<file path="src/rtl/if_fetch_stage.sv">
// Instruction-fetch stage: owns the PC, keeps at most one imem request in flight,
// and fills the IF/ID register while tolerating decode stalls and branch redirects.
module if_fetch_stage #(
    parameter int unsigned     XLEN      = 32,
    parameter logic [XLEN-1:0] RESET_PC  = XLEN'(32'h0000_0000),
    parameter logic [XLEN-1:0] NOP_INSTR = XLEN'(32'h0000_0013)
) (
    input  logic            clk,
    input  logic            rst,
    output logic            imem_req,
    output logic [XLEN-1:0] imem_addr,
    input  logic            imem_gnt,
    input  logic [XLEN-1:0] imem_rdata,
    input  logic            imem_rvalid,
    input  logic            stall,
    input  logic            redirect,
    input  logic [XLEN-1:0] redirect_pc,
    output logic            if_id_valid,
    output logic [XLEN-1:0] if_id_pc,
    output logic [XLEN-1:0] if_id_instr
);

    localparam int unsigned INSTR_BYTES = 4;
    localparam int unsigned ALIGN_MASK  = 3;

    typedef enum logic [1:0] {
        S_IDLE = 2'd0,
        S_WAIT = 2'd1,
        S_DROP = 2'd2
    } state_t;

    state_t          r_state;
    logic [XLEN-1:0] r_pc;
    logic [XLEN-1:0] r_req_pc;
    logic            r_hold_valid;
    logic [XLEN-1:0] r_hold_pc;
    logic [XLEN-1:0] r_hold_instr;
    logic            r_if_id_valid;
    logic [XLEN-1:0] r_if_id_pc;
    logic [XLEN-1:0] r_if_id_instr;

    logic w_rsp;
    logic w_req;
    logic w_fire;

    // A response is only meaningful while WAIT; a new fetch may overlap a consumed response.
    always_comb begin
        w_rsp  = 1'b0;
        w_req  = 1'b0;
        w_fire = 1'b0;
        w_rsp  = (r_state == S_WAIT) && imem_rvalid;
        w_req  = rst && !redirect && !r_hold_valid &&
                 ((r_state == S_IDLE) || (w_rsp && !stall));
        w_fire = w_req && imem_gnt;
    end

    assign imem_req    = w_req;
    assign imem_addr   = r_pc;
    assign if_id_valid = r_if_id_valid;
    assign if_id_pc    = r_if_id_pc;
    assign if_id_instr = r_if_id_instr;

    always_ff @(posedge clk or negedge rst) begin
        if (!rst) begin
            r_state       <= S_IDLE;
            r_pc          <= RESET_PC;
            r_req_pc      <= '0;
            r_hold_valid  <= 1'b0;
            r_hold_pc     <= '0;
            r_hold_instr  <= '0;
            r_if_id_valid <= 1'b0;
            r_if_id_pc    <= '0;
            r_if_id_instr <= NOP_INSTR;
        end else if (redirect) begin
            // Flush wins over stall; an outstanding request must be drained in DROP.
            r_pc          <= redirect_pc & ~XLEN'(ALIGN_MASK);
            r_if_id_valid <= 1'b0;
            r_if_id_instr <= NOP_INSTR;
            r_hold_valid  <= 1'b0;
            if ((r_state != S_IDLE) && !imem_rvalid) begin
                r_state <= S_DROP;
            end else begin
                r_state <= S_IDLE;
            end
        end else begin
            if (w_fire) begin
                r_req_pc <= r_pc;
                r_pc     <= r_pc + XLEN'(INSTR_BYTES);
                r_state  <= S_WAIT;
            end else if ((r_state != S_IDLE) && imem_rvalid) begin
                r_state <= S_IDLE;
            end

            if (w_rsp && stall) begin
                r_hold_valid <= 1'b1;
                r_hold_pc    <= r_req_pc;
                r_hold_instr <= imem_rdata;
            end

            if (!stall) begin
                if (r_hold_valid) begin
                    r_if_id_valid <= 1'b1;
                    r_if_id_pc    <= r_hold_pc;
                    r_if_id_instr <= r_hold_instr;
                    r_hold_valid  <= 1'b0;
                end else if (w_rsp) begin
                    r_if_id_valid <= 1'b1;
                    r_if_id_pc    <= r_req_pc;
                    r_if_id_instr <= imem_rdata;
                end else begin
                    r_if_id_valid <= 1'b0;
                    r_if_id_instr <= NOP_INSTR;
                end
            end
        end
    end

endmodule

</file>
<file path="config.mk">
export PLATFORM = sky130hd
export DESIGN_NAME = if_fetch_stage
export DESIGN_NICKNAME = d
export VERILOG_FILES = /design/src/rtl/if_fetch_stage.sv
export SDC_FILE = /design/constraint.sdc
export NUM_CORES = 1
export LEC_CHECK = 0
export BUFFER_PORTS_ARGS = -buffer_cell sky130_fd_sc_hd__clkbuf_2
export CELL_PAD_IN_SITES_DETAIL_PLACEMENT = 1
export CELL_PAD_IN_SITES_GLOBAL_PLACEMENT = 2
export CORE_ASPECT_RATIO = 0.75
export CORE_MARGIN = 4
export CORE_UTILIZATION = 35
export CTS_CLUSTER_DIAMETER = 30
export DETAILED_ROUTE_END_ITERATION = 10
export PLACE_DENSITY_LB_ADDON = 0.12
export RECOVER_POWER = 50
export REMOVE_ABC_BUFFERS = 1
export SLEW_MARGIN = 20
export SYNTH_ARGS = -nofsm -noshare
export SYNTH_HDL_FRONTEND = slang
export SYNTH_SLANG_ARGS = --single-unit
</file>
<file path="constraint.sdc">
create_clock -name clk -period 2.48 [get_ports clk]
set_input_delay 0.248 -clock clk [delete_from_list [all_inputs] [get_ports clk]]
set_output_delay 0.248 -clock clk [all_outputs]
set_load 0.05 [all_outputs]
</file>
==> impl_metrics.yaml <==
timing:
  setup-violations-final: 0
  fmax_mhz: 427
  clock_skew_ps: 13.3
  fin_crit_sh_pct: 94.5
  period_minus_slack_ps: 2340
  worstMarginPinSlew_ps: 1040
  rsz0062_at_grt: "no"
  layout_setup_ws_ps: 136
  slew-limit-headroom_pct: 30.2
  final_hold_viol_count: 0
  slew_viol_final: 0
place:
  gp_congestion: 0.776
  place_ws_ps: 212
  dp_cells: 1186
  io_buffers: 161
  post-dp-hpwl_mm: 15.8
worst_setup_path:
  path_cells: "dlygate4sd3_1 -> clkbuf_2 -> nor2b_1 -> o211a_2 -> nor2_1 -> o21ai_0 -> o211ai_1"
  crit_fanout: 13
  endpoint_kind: "flop"
  cp_slowest_cell: "nor2_1"
  crit_required_ps: 2840
  critPathArrivalTime_ps: 2700
  r2r_setup_slack_ps: 190
  timing.rr.start: "r_hold_valid"
  worstRegToRegCells: 5
  path_class: "input pin to flop"
  slowest_delay_ps: 820
  r2r_end: "imem_addr[21]"
  crit_buf_inv: 2
  crit_family: "simple AND/OR/NAND/NOR gates"
  critPathLaunchType: "input pin"
power:
  total_power_w: 0.00882
  p_leak_nw: 4.57
  peakVddDrop_mv: 0.455
  p_per_area_mw_per_mm2: 881
logic_synthesis:
  synth_top_area_cell: "dfrtp_1"
  ys_seq_elements: 188
  syn_area_sq_mm: 0.00830
  async_flop_share_pct: 100
  synth_cells: 758
  yosysSeqAreaShare_pct: 56.7
  synthTopCellsByCount: "185 x dfrtp_1, 150 x nand2_1, 65 x mux2_2, 45 x o21ai_0, 39 x clkbuf_1"
  ys.flop_type: "dfrtp_1"
  synth_warnings: 0
  syn-mean-instance-area_sq_um: 10.9
  netlist-cell-type-count: 54
  synth-edff-count: 0
  yosysMostFrequentCell: "dfrtp_1"
  synthTopCellsByArea: "dfrtp_1 56%, mux2_2 8.8%, nand2_1 6.8%"
  synth_top_area_share_pct: 55.8
min_path:
  whs_path_depth: 3
  hp-class: "input pin to flop"
  whs_endpoint: "imem_addr[7]"
  hp-start: "redirect_pc[7]"
clock_network:
  cts_buffers: 17
  cts_sinks: 188
  cts.clk_slew.worst_paths_ps: 70
  clock_latency_ps: 450
  cts_max_level: 4
  cts_tree: "built"
  cts-root-buf: "clkbuf_16"
  cts_buffer_depth: 2
  post_cts_resize_count: 0
flow_run:
  drv_cap: 0
floorplan:
  die_y_um: 141
  die_x_um: 186
  top_level_ports: 168
  start_util_pct: 35.8
  rows: 48
  dieArea_sq_mm: 0.0263
  coreArea_sq_mm: 0.0232
global_routing:
  grt_use_total_pct: 19.0
  antenna_found_initial: 0
  grt_pass1_vias: 6930
  grt_overflow: 0
  grt_first_pass_wirelength_mm: 39.1
  grt_max_degree: 120
routing:
  drc: 0
  via_per_inst: 5.25
  postRouteAntennaNets: 0
  detail_route.iter0.violations: 273
  drt-total-wl_mm: 24.3
  dr.pass1.iters: 4
  vias: 6420
  wl_per_cell_um: 19.9
layout:
  final_cells: 1223
  nets: 981
  syn2layout_area_growth_pct: 20.7
  diodes: 0
  final.fill_count: 2585
  layout-drive-gt1-share_pct: 22.6
outcome:
  status: "finished clean"
cells in the final DEF, fill, tap and decap left out, types with 30 or more instances in the layout:
| cell type | Yosys | layout |
|---|---|---|
| o21ai_0 | 45 | 45 |
| mux2i_1 | 31 | 31 |
| a221oi_1 | 30 | 30 |
| clkbuf_1 | 39 | 88 |
| dfrtp_1 | 185 | 184 |
| nand2_1 | 150 | 150 |
| nor2b_1 | 32 | 31 |
| nor3_1 | 35 | 35 |
| clkbuf_2 | 0 | 72 |
| mux2_2 | 65 | 65 |
power breakdown:
group	leakage [nW]	internal, W	switching, W	total, W
clock network	0.304	0.00165	0.00126	0.00290
logic	1.84	0.000554	0.00135	0.00190
registers	2.42	0.00363	0.000395	0.00402
total	4.57	0.00583	0.00300	0.00882
worst min-delay path: stages:
cell      delay (ps)
clkbuf_2          80
nand2_1           40
o21ai_0           60
final cells by class:
cell class,instances,area [sq um],area share [%]
inverters,7,26.3,0.262
clock buffers,19,453,4.52
repair buffers,186,930,9.28
flip-flops and latches,188,4710,47.0
multi-input cells,510,3360,33.5
well taps,300,375,3.75
clock inverters,13,165,1.65
logic make-up after synthesis:
group	after synthesis	synth area share, %
AOI/OAI and AO/OA	122	10.3
xor gates and xnor gates	5	0.528
adders and majority gates	1	0.151
buffers and inverters	63	3.26
DFF	188	56.7
muxes	96	12.6
other	1	0.0452
and+or+nand+nor	282	16.4
timing repair:
action,in CTS,in global routing
endpoints found under the hold margin,65,0
hold buffers,5,0
setup buffers,0,0
metal layers:
metal	share of wire [%]	vias to the layer above	global-route usage, %
li1	-	2988	-
met4	1.1	0	4.87
met1	48	3291	26.3
met5	0	-	0
met3	4.1	18	4.48
met2	47	123	30.2
registers in the layout (all words and copies together) (netlist names):
| register | cells |
|---|---|
| if_id_instr | 32 |
| if_id_pc | 30 |
| if_id_valid | 1 |
| imem_addr | 30 |
| r_hold_instr | 32 |
| r_hold_pc | 30 |
| r_hold_valid | 1 |
| r_req_pc | 30 |
| r_state | 2 |
through the flow:
step	TNS [ps]	hold slack (ps)	utilization [%]	instance area (sq um)
detailed placement	0	457	40.9	9490
finish	0	22.0	43.2	10000
global route	0	18.1	43.2	10000
floorplan	-98780	-47.6	-	8070
global placement	0	440	40.9	9490
CTS	0	5.75	43.8	10200
worst max path at each step:
stage | slack, ps | cells past startpoint | endpoint | from
floorplan | -860 | 5 | imem_addr[14] | r_hold_valid
global placement | 270 | 6 | imem_addr[23] | r_hold_valid
detailed placement | 210 | 5 | imem_addr[12] | r_hold_valid
CTS | 110 | 7 | imem_addr[21] | imem_rvalid
global route | 20 | 7 | imem_addr[12] | imem_rvalid
finish | 140 | 7 | imem_addr[21] | imem_rvalid
Note: power is estimated with default switching activity, not from simulation.
